===== src/rtl/glitch_clock_gen_if.sv =====
// Control/status bundle for glitch_clock_gen.
//   master: drives config (div_half, delay, glitch_len, glitch_gap, glitch_count) and
//           the arm/trigger/abort controls; observes target_clk, glitch_active, busy, done.
//   slave : the generator side of the same signals.
interface glitch_clock_gen_if #(
  parameter int unsigned DIV_W = 8,
  parameter int unsigned DLY_W = 16,
  parameter int unsigned LEN_W = 4,
  parameter int unsigned CNT_W = 4
);
  logic [DIV_W-1:0] div_half;
  logic [DLY_W-1:0] delay;
  logic [LEN_W-1:0] glitch_len;
  logic [LEN_W-1:0] glitch_gap;
  logic [CNT_W-1:0] glitch_count;
  logic             arm;
  logic             trigger;
  logic             abort;
  logic             target_clk;
  logic             glitch_active;
  logic             busy;
  logic             done;

  modport master (
    output div_half, delay, glitch_len, glitch_gap, glitch_count, arm, trigger, abort,
    input  target_clk, glitch_active, busy, done
  );

  modport slave (
    input  div_half, delay, glitch_len, glitch_gap, glitch_count, arm, trigger, abort,
    output target_clk, glitch_active, busy, done
  );
endinterface


===== src/rtl/glitch_clock_gen.sv =====
// Programmable target clock generator with glitch injection.
// Runs entirely on clock_in (PLL output). A free-running divider produces a 50% duty base
// clock of half-period max(div_half,1). After arming (config latched) and a trigger, a train
// of glitch_count pulses of max(glitch_len,1) cycles separated by glitch_gap cycles starts
// delay cycles later; during a pulse the target clock is inverted.
// Ports:
//   clock_in   : PLL output clock, rising-edge logic
//   reset      : asynchronous active-high reset
//   pll_locked : synchronous enable; low forces the reset state
//   bus        : glitch_clock_gen_if.slave (config, arm/trigger/abort, registered outputs)
module glitch_clock_gen #(
  parameter int unsigned DIV_W = 8,
  parameter int unsigned DLY_W = 16,
  parameter int unsigned LEN_W = 4,
  parameter int unsigned CNT_W = 4
) (
  input  logic                clock_in,
  input  logic                reset,
  input  logic                pll_locked,
  glitch_clock_gen_if.slave   bus
);

  typedef enum logic [2:0] {
    StIdle,
    StArmed,
    StDelay,
    StGlitch,
    StGap,
    StDone
  } state_e;

  state_e           state_q, state_d;

  logic [DIV_W-1:0] div_cnt_q, div_cnt_d;
  logic             base_clk_q, base_clk_d;

  logic [DLY_W-1:0] dly_cnt_q, dly_cnt_d;
  logic [LEN_W-1:0] len_cnt_q, len_cnt_d;
  logic [LEN_W-1:0] gap_cnt_q, gap_cnt_d;
  logic [CNT_W-1:0] pulse_cnt_q, pulse_cnt_d;

  logic [DLY_W-1:0] cfg_delay_q, cfg_delay_d;
  logic [LEN_W-1:0] cfg_len_q, cfg_len_d;
  logic [LEN_W-1:0] cfg_gap_q, cfg_gap_d;
  logic [CNT_W-1:0] cfg_count_q, cfg_count_d;

  logic             target_clk_q, target_clk_d;
  logic             glitch_active_q, glitch_active_d;
  logic             busy_q, busy_d;
  logic             done_q, done_d;

  logic [DIV_W-1:0] div_last;
  logic [LEN_W-1:0] len_last;

  // Terminal values: a zero setting behaves as one.
  assign div_last = (bus.div_half == '0) ? '0 : bus.div_half - DIV_W'(1);
  assign len_last = (cfg_len_q == '0) ? '0 : cfg_len_q - LEN_W'(1);

  // --------------------------------------------------------------------------------------
  // State register
  // --------------------------------------------------------------------------------------
  always_ff @(posedge clock_in or posedge reset) begin
    if (reset) begin
      state_q         <= StIdle;
      div_cnt_q       <= '0;
      base_clk_q      <= 1'b0;
      dly_cnt_q       <= '0;
      len_cnt_q       <= '0;
      gap_cnt_q       <= '0;
      pulse_cnt_q     <= '0;
      cfg_delay_q     <= '0;
      cfg_len_q       <= '0;
      cfg_gap_q       <= '0;
      cfg_count_q     <= '0;
      target_clk_q    <= 1'b0;
      glitch_active_q <= 1'b0;
      busy_q          <= 1'b0;
      done_q          <= 1'b0;
    end else begin
      state_q         <= state_d;
      div_cnt_q       <= div_cnt_d;
      base_clk_q      <= base_clk_d;
      dly_cnt_q       <= dly_cnt_d;
      len_cnt_q       <= len_cnt_d;
      gap_cnt_q       <= gap_cnt_d;
      pulse_cnt_q     <= pulse_cnt_d;
      cfg_delay_q     <= cfg_delay_d;
      cfg_len_q       <= cfg_len_d;
      cfg_gap_q       <= cfg_gap_d;
      cfg_count_q     <= cfg_count_d;
      target_clk_q    <= target_clk_d;
      glitch_active_q <= glitch_active_d;
      busy_q          <= busy_d;
      done_q          <= done_d;
    end
  end

  // --------------------------------------------------------------------------------------
  // Base clock divider: independent of the FSM so its phase survives glitches and aborts.
  // div_half is used live; ">=" keeps the counter bounded if div_half shrinks mid-count.
  // --------------------------------------------------------------------------------------
  always_comb begin
    div_cnt_d  = div_cnt_q;
    base_clk_d = base_clk_q;
    if (!pll_locked) begin
      div_cnt_d  = '0;
      base_clk_d = 1'b0;
    end else if (div_cnt_q >= div_last) begin
      div_cnt_d  = '0;
      base_clk_d = ~base_clk_q;
    end else begin
      div_cnt_d  = div_cnt_q + DIV_W'(1);
    end
  end

  // --------------------------------------------------------------------------------------
  // Next-state logic. Counters hold "cycles remaining after this one", so a counter at zero
  // marks the last cycle of its phase and never needs to wrap.
  // --------------------------------------------------------------------------------------
  always_comb begin
    state_d     = state_q;
    dly_cnt_d   = dly_cnt_q;
    len_cnt_d   = len_cnt_q;
    gap_cnt_d   = gap_cnt_q;
    pulse_cnt_d = pulse_cnt_q;
    cfg_delay_d = cfg_delay_q;
    cfg_len_d   = cfg_len_q;
    cfg_gap_d   = cfg_gap_q;
    cfg_count_d = cfg_count_q;

    if (!pll_locked) begin
      // Loss of lock is equivalent to reset and outranks abort/arm.
      state_d     = StIdle;
      dly_cnt_d   = '0;
      len_cnt_d   = '0;
      gap_cnt_d   = '0;
      pulse_cnt_d = '0;
      cfg_delay_d = '0;
      cfg_len_d   = '0;
      cfg_gap_d   = '0;
      cfg_count_d = '0;
    end else if (state_q != StIdle && bus.abort) begin
      state_d     = StIdle;
      dly_cnt_d   = '0;
      len_cnt_d   = '0;
      gap_cnt_d   = '0;
      pulse_cnt_d = '0;
    end else begin
      unique case (state_q)
        StIdle: begin
          if (bus.arm) begin
            cfg_delay_d = bus.delay;
            cfg_len_d   = bus.glitch_len;
            cfg_gap_d   = bus.glitch_gap;
            cfg_count_d = bus.glitch_count;
            state_d     = StArmed;
          end
        end

        StArmed: begin
          if (bus.trigger) begin
            if (cfg_count_q == '0) begin
              state_d = StDone;
            end else if (cfg_delay_q == '0) begin
              state_d     = StGlitch;
              len_cnt_d   = len_last;
              pulse_cnt_d = cfg_count_q - CNT_W'(1);
            end else begin
              state_d   = StDelay;
              dly_cnt_d = cfg_delay_q - DLY_W'(1);
            end
          end
        end

        StDelay: begin
          if (dly_cnt_q == '0) begin
            state_d     = StGlitch;
            len_cnt_d   = len_last;
            pulse_cnt_d = cfg_count_q - CNT_W'(1);
          end else begin
            dly_cnt_d = dly_cnt_q - DLY_W'(1);
          end
        end

        StGlitch: begin
          if (len_cnt_q != '0) begin
            len_cnt_d = len_cnt_q - LEN_W'(1);
          end else if (pulse_cnt_q == '0) begin
            state_d = StDone;
          end else if (cfg_gap_q == '0) begin
            // Zero gap: next pulse follows immediately, giving one contiguous glitch.
            len_cnt_d   = len_last;
            pulse_cnt_d = pulse_cnt_q - CNT_W'(1);
          end else begin
            state_d   = StGap;
            gap_cnt_d = cfg_gap_q - LEN_W'(1);
          end
        end

        StGap: begin
          if (gap_cnt_q == '0) begin
            state_d     = StGlitch;
            len_cnt_d   = len_last;
            pulse_cnt_d = pulse_cnt_q - CNT_W'(1);
          end else begin
            gap_cnt_d = gap_cnt_q - LEN_W'(1);
          end
        end

        StDone: begin
          state_d = StIdle;
        end

        default: begin
          state_d = StIdle;
        end
      endcase
    end
  end

  // --------------------------------------------------------------------------------------
  // Outputs are decoded from the next state and registered, so glitch_active and the
  // inverted target clock appear in the same cycle.
  // --------------------------------------------------------------------------------------
  always_comb begin
    glitch_active_d = (state_d == StGlitch);
    busy_d          = (state_d == StArmed) || (state_d == StDelay) ||
                      (state_d == StGlitch) || (state_d == StGap);
    done_d          = (state_d == StDone);
    target_clk_d    = base_clk_d ^ glitch_active_d;
  end

  assign bus.target_clk    = target_clk_q;
  assign bus.glitch_active = glitch_active_q;
  assign bus.busy          = busy_q;
  assign bus.done          = done_q;

endmodule


===== src/flat_wrapper.sv =====
// flat-port wrapper written by rule: the top's interface ports become plain ports
module glitch_clock_gen_flat 
#(
  parameter int unsigned DIV_W = 8,
  parameter int unsigned DLY_W = 16,
  parameter int unsigned LEN_W = 4,
  parameter int unsigned CNT_W = 4
)
  (clock_in, reset, pll_locked, bus_div_half, bus_delay, bus_glitch_len, bus_glitch_gap, bus_glitch_count, bus_arm, bus_trigger, bus_abort, bus_target_clk, bus_glitch_active, bus_busy, bus_done);
  glitch_clock_gen_if #(.DIV_W(DIV_W), .DLY_W(DLY_W), .LEN_W(LEN_W), .CNT_W(CNT_W)) bus_i ();
  input  logic clock_in;
  input  logic reset;
  input  logic pll_locked;
  input wire logic [$bits(bus_i.div_half)-1:0] bus_div_half;
  input wire logic [$bits(bus_i.delay)-1:0] bus_delay;
  input wire logic [$bits(bus_i.glitch_len)-1:0] bus_glitch_len;
  input wire logic [$bits(bus_i.glitch_gap)-1:0] bus_glitch_gap;
  input wire logic [$bits(bus_i.glitch_count)-1:0] bus_glitch_count;
  input wire logic [$bits(bus_i.arm)-1:0] bus_arm;
  input wire logic [$bits(bus_i.trigger)-1:0] bus_trigger;
  input wire logic [$bits(bus_i.abort)-1:0] bus_abort;
  output wire logic [$bits(bus_i.target_clk)-1:0] bus_target_clk;
  output wire logic [$bits(bus_i.glitch_active)-1:0] bus_glitch_active;
  output wire logic [$bits(bus_i.busy)-1:0] bus_busy;
  output wire logic [$bits(bus_i.done)-1:0] bus_done;
  assign bus_i.div_half = bus_div_half;
  assign bus_i.delay = bus_delay;
  assign bus_i.glitch_len = bus_glitch_len;
  assign bus_i.glitch_gap = bus_glitch_gap;
  assign bus_i.glitch_count = bus_glitch_count;
  assign bus_i.arm = bus_arm;
  assign bus_i.trigger = bus_trigger;
  assign bus_i.abort = bus_abort;
  assign bus_target_clk = bus_i.target_clk;
  assign bus_glitch_active = bus_i.glitch_active;
  assign bus_busy = bus_i.busy;
  assign bus_done = bus_i.done;
  glitch_clock_gen #(.DIV_W(DIV_W), .DLY_W(DLY_W), .LEN_W(LEN_W), .CNT_W(CNT_W)) u_core (.clock_in(clock_in), .reset(reset), .pll_locked(pll_locked), .bus(bus_i));
endmodule

===== config.mk =====
export PLATFORM = sky130hd
export DESIGN_NAME = glitch_clock_gen_flat
export DESIGN_NICKNAME = d
export VERILOG_FILES = /design/src/rtl/glitch_clock_gen_if.sv /design/src/rtl/glitch_clock_gen.sv /design/src/flat_wrapper.sv
export SDC_FILE = /design/constraint.sdc
export NUM_CORES = 1
export LEC_CHECK = 0
export ABC_AREA = 0
export BUFFER_PORTS_ARGS = -buffer_cell sky130_fd_sc_hd__buf_4
export CAP_MARGIN = 20
export CORE_ASPECT_RATIO = 0.8
export CORE_UTILIZATION = 60
export DETAILED_ROUTE_END_ITERATION = 10
export GPL_TIMING_DRIVEN = 0
export PLACE_DENSITY = 0.81
export SLEW_MARGIN = 25
export SYNTH_ARGS = -nofsm -noshare
export SYNTH_HDL_FRONTEND = slang
export SYNTH_SLANG_ARGS = --single-unit

===== constraint.sdc =====
create_clock -name clock_in -period 9.54 [get_ports clock_in]
set_clock_uncertainty 0.05 [all_clocks]
set_input_delay 2.385 -clock clock_in [delete_from_list [all_inputs] [get_ports clock_in]]
set_output_delay 2.385 -clock clock_in [all_outputs]
set_load 0.03 [all_outputs]

After elaboration in Yosys (flattened, before gate mapping):

Index checks and enable logic that the tools add are counted.

* register bits: 72
* input port bits: 42
* output and inout bits: 4
* logic and storage cells: 147

* $add $sub $neg: 10
* order comparisons: 1
* equality and inequality tests: 29
* mux-type cells: 70
* bitwise operators: 2
* reductions and logical operators: 20

Operators by type and width (count)
* $mux W16: 10
* $mux W4: 39
* $logic_not A16 Y1: 2
* $ne A4 B3 Y1 const B: 8
* $pmux W16 S2: 1
* $pmux W4 S4: 2
* $sub A16 B1 Y16 const B: 2
* $mux W3: 10
* $mux W8: 3
* $sub A4 B1 Y4 const B: 6
* $logic_not A4 Y1: 5
* $ne A4 B2 Y1 const B: 4
* $pmux W3 S5: 1
* $eq A3 B2 Y1 const B: 4
* $reduce_and A5 Y1: 2
* $eq A3 B3 Y1 const B: 3
* $reduce_and A9 Y1: 1
* $add A8 B1 Y8 const B: 1
* $ge A8 B8 Y1: 1
* $logic_not A8 Y1: 1
* $ne A4 B1 Y1 const B: 2
* $pmux W4 S2: 1
* $reduce_and A8 Y1: 1
* $sub A8 B1 Y8 const B: 1
* 15 further kinds: 21

Depth between registers and ports, before layout:

* word-level depth: 11
* mapped depth: 15
* depth with buffers taken out: 14

Worst setup path after synthesis:

Ideal clock, no wire load.

* path type: input port to flip-flop
* start: in bus_div_half[0]
* end: reg u_core.target_clk_q (netlist: u_core.bus.target_clk)
* setup time: 79 ps
* data arrival time: 4695 ps
* data required time: 9411 ps
* slack: 4716 ps
* cell stages on the path: 14
* buffers on the path: 0
* path through: inv_1 -> ha_1 -> nor2b_1 -> nand3b_1 -> or3_1 -> and2_1 -> ha_1 -> nand2b_1 -> a21oi_1 -> nor2b_1 -> o21ai_0 -> a211o_1 -> mux2i_1 -> xor2_1

* word-level cells in the longest chain between the ends: 6
* elaborated cells between the ends (all ways): 7
* those cells by class: 1 x add/sub; 1 x order compare; 3 x mux; 1 x bitwise; 1 x reduce/logical

Ends and longest elaborated chain
* from (decl): line flat_wrapper.sv:14 `input wire logic [$bits(bus_i.div_half)-1:0] bus_div_half;`
* $sub A8 B1 Y8 or $logic_not A8 Y1 (tied branches): line glitch_clock_gen.sv:56 `assign div_last = (bus.div_half == '0) ? '0 : bus.div_half - DIV_W'(1);`
* $mux W8 *: line glitch_clock_gen.sv:56
* $ge A8 B8 Y1 *: line glitch_clock_gen.sv:108 `end else if (div_cnt_q >= div_last) begin`
* $mux W1 *: line glitch_clock_gen.sv:108
* $mux W1 *: line glitch_clock_gen.sv:105 `if (!pll_locked) begin`
* via u_core.base_clk_d: line glitch_clock_gen.sv:35 `logic base_clk_q, base_clk_d;`
* $xor A1 B1 Y1 *: line glitch_clock_gen.sv:230 `target_clk_d = base_clk_d ^ glitch_active_d;`
* via u_core.target_clk_d: line glitch_clock_gen.sv:47 `logic target_clk_q, target_clk_d;`
* to (signal assigned): line glitch_clock_gen.sv:91 `target_clk_q <= target_clk_d;`
* to (decl): line glitch_clock_gen.sv:47

Mark *: on every way through the listed nets, which the timed path passes. The rest lies on a longest branch.
A chain may end at the register's enable or synchronous reset.

Final worst setup path:

Ends and elaborated chain as after synthesis.

==> out/results.txt <==
CTS Sinks -> 72
number of buffers added on ports -> 44
Hold Crit Class -> flop to flop
Setup Fix Bufs, Post-CTS -> 0
final hold violations -> 0
Synth Area per Inst -> 8.40 µm²
CTS Buffer Depth -> 2
Async S/R FF share, synth -> 100%
aggregate global-route resource usage -> 31.2%
Switching Power -> 481 µW
Starting Density -> 63.5%
worst vdd ir -> 0.107 mV
top_reg_cell synth -> dfrtp_1
Reg2Reg Depth -> 15
DR DRC count -> 0
synth warn -> 0
Worst setup SP type -> input port
Post-Syn Nets -> 633
r2r endpoint -> u_core.dly_cnt_q[10]
sink of the worst hold path -> u_core.len_cnt_q[1]
CTS Buf Count -> 9
switching share of total power -> 41.6%
Worst-path clk slew -> 0.07 ns
gpl congestion -> 0.930
Gate power share -> 43.8%
die height -> 82.2 µm
R2R setup slack -> 4.79 ns
RR Startpoint -> u_core.state_q[1]
P&R area growth vs syn -> 14.2%
Critical Path, Cell by Cell -> buf_4, inv_1, ha_1, nor2b_1, nand3b_1, or3_1, and2_1, ha_1, nand2b_1, a21oi_1, nor2b_1, o21ai_0, a211o_1, mux2i_1, xor2_1
critical path arrival -> 5.13 ns
Post-layout nets -> 689
count of different cell masters after synthesis -> 67
Slew @ Worst Pin -> 0.733 ns
clock share of power -> 21.1%
sequential power share -> 35.0%
Antenna Cells -> 0
I/O pin count -> 46
#FFs+latches synth -> 72
clock root buffer master -> clkbuf_8
via/cell ratio -> 6.25
share of layout cells above drive strength 1 -> 13.4%
Crit path buffers/inverters -> 2
min-delay src -> u_core.len_cnt_q[1]
P_int -> 676 µW
largest net degree at the start of global routing -> 51
total power draw -> 1160 µW
Synth area leaders -> dfrtp_1 37%, nand2_1 7.7%, a21boi_0 4.7%, ha_1 4.1%, nor2_1 3.6%
placed cells -> 725
status -> finished, final reports clean
routed length per placed instance -> 16.8 µm
Final Worst Setup Slack -> 4.63 ns
cts hold-fix bufs -> 0
Die Area -> 8410 µm²
crit-path max FO -> 6
vias in the first global route -> 4137
H-tree depth -> 3
Worst slew margin -> 50.9%
# rows -> 28
global route overflow -> 0
crit path time final -> 4.91 ns
Seq/Total Area, Yosys -> 37.3%
post-route setup TNS -> 0 ns
Pins Over Slew Limit -> 0
max-capacitance violation count -> 0
post-placement worst setup slack -> 4.28 ns
Critical Path RT -> 9.77 ns
drt initial violations -> 328
CP top delay family -> simple AND/OR/NAND/NOR gates
critical path endpoint category -> flop
dpl hpwl -> 9190 µm
post-synth top area cell -> dfrtp_1
critical path class -> input port to flop
Die Width -> 102 µm
CORE AREA -> 7600 µm²
via count -> 4624
PD cells -> 210 nW/µm²
slowest stage cell, crit path -> or3_1
Cell Count, Final, Fillers Out -> 740
number of synthesized flops with an enable pin -> 0
Routed WL -> 12400 µm
placed inst area -> 5320 µm²
final instance area -> 5520 µm²
Antenna Violating Nets Remaining -> 0
Post-Syn Area -> 4830 µm²
Resized Gates After CTS -> 0
1st-pass router iterations -> 5
RSZ-0062 raised after global routing -> false
CTS tree -> done
cell depth of the worst hold path -> 2
global-route wire length before repair -> 19800 µm
cells after synthesis -> 575
Final Cycle Share -> 51.5%
final setup fails -> 0
Slowest Stage Delay on Critical Path -> 0.42 ns
initial antenna violation count -> 0
Max Clock Freq -> 0.204 GHz
clock latency on the worst-skew pair -> 0.36 ns
leakage power figure -> 0.00242 µW
top cell type's share of synthesized area -> 37.3%
[Yosys cell counts, drive strengths merged, types with 7 or more instances]
| cell type | number |
|---|---|
| a31oi | 10 |
| ha | 16 |
| nand2b | 8 |
| xor2 | 11 |
| a211oi | 10 |
| nor3b | 8 |
| mux2i | 15 |
| dfrtp | 72 |
| inv | 12 |
| nand2 | 99 |
| or4 | 12 |
| nand3 | 12 |
| nor2 | 47 |
| o31ai | 7 |
| nor4 | 11 |
| and2 | 7 |
| a21boi | 30 |
| buf | 7 |
| nor3 | 20 |
| o21ai | 32 |
| clkbuf | 21 |
| nor2b | 10 |
| a21oi | 34 |
[stage by stage]
stage	hold WS (ns)	utilization, %
after global placement	0.446	69.6
after CTS	0.474	72.6
after detailed placement	0.459	70.0
after global routing	0.507	72.6
after floorplan	0.413	-
final	0.468	72.6
[final cells by class]
| type | count | area [µm²] |
|---|---|---|
| Tap cell | 105 | 131 |
| Clock buffer | 10 | 138 |
| Sequential cell | 72 | 1800 |
| Clock inverter | 5 | 57.6 |
| Multi-Input combinational cell | 463 | 2870 |
| Buffer | 28 | 111 |
| Timing Repair Buffer | 45 | 358 |
| Inverter | 12 | 47.5 |
| Fill cell | 622 | 2090 |
[cells by family after synthesis]
group	Yosys count	share of synthesized area, %
buffers and inverters	40	3.24
adders and majority gates	16	4.15
and+or+nand+nor	258	27.3
muxes	15	3.11
xor gates and xnor gates	16	2.90
AOI/OAI and AO/OA	158	22.0
DFF	72	37.3
[power by group through the flow]
stage | logic [µW] | clock network, µW | registers [µW]
finish | 507 | 244 | 405
global route | 562 | 260 | 411
CTS | 498 | 247 | 403
detailed placement | 496 | 0 | 408
global placement | 478 | 0 | 406
floorplan | 375 | 0 | 398
[worst register-to-register path, delay by kind of cell, from the launching register on]
kind	cells	cell delay, ns
AOI/OAI and AO/OA	2	0.34
and+or+nand+nor	6	1.54
adders and majority gates	1	0.16
DFF	1	0.36
muxes	1	0.28
buffers and inverters	5	1.87
[worst max-delay path by stage]
stage | from | to | cells past startpoint
floorplan | bus_div_half[0] | u_core.bus.target_clk | 14
global placement | bus_div_half[0] | u_core.bus.target_clk | 15
detailed placement | bus_div_half[0] | u_core.bus.target_clk | 15
CTS | bus_div_half[0] | u_core.bus.target_clk | 15
global route | bus_div_half[0] | u_core.bus.target_clk | 15
finish | bus_div_half[0] | u_core.bus.target_clk | 15
[layer usage]
layer | part of all wire [%] | GRT usage [%] | vias to the layer above | wire (µm)
met5 | 0 | 0 | - | 0
met4 | 1.6 | 12.0 | 0 | 194
met3 | 7.3 | 6.40 | 19 | 903
met2 | 45 | 48.4 | 217 | 5550
met1 | 46 | 43.2 | 2204 | 5770
li1 | - | - | 2184 | -
[sequential cells by signal, summed over array words and instances (netlist names), 3 cells and up]
signal              count
u_core.cfg_delay_q     16
u_core.gap_cnt_q        4
u_core.cfg_len_q        4
u_core.state_q          3
u_core.div_cnt_q        8
u_core.len_cnt_q        4
u_core.cfg_count_q      4
u_core.dly_cnt_q       16
u_core.cfg_gap_q        4
u_core.pulse_cnt_q      4
[cell usage in the layout, fill, tap and decap left out, drive strengths merged, types with 8 or more instances in the layout]
cell,synthesis,routed
a31oi,10,10
a21oi,34,34
nor2b,10,10
a211oi,10,10
ha,16,16
nor4,11,11
nor3b,8,8
mux2i,15,15
nand2,99,99
nor2,47,47
nand3,12,12
inv,12,12
or4,12,12
buf,7,52
nand2b,8,8
xor2,11,11
dfrtp,72,72
a21boi,30,30
clkbuf,21,31
o21ai,32,32
nor3,20,20
Power figures use the tool's default switching activity.
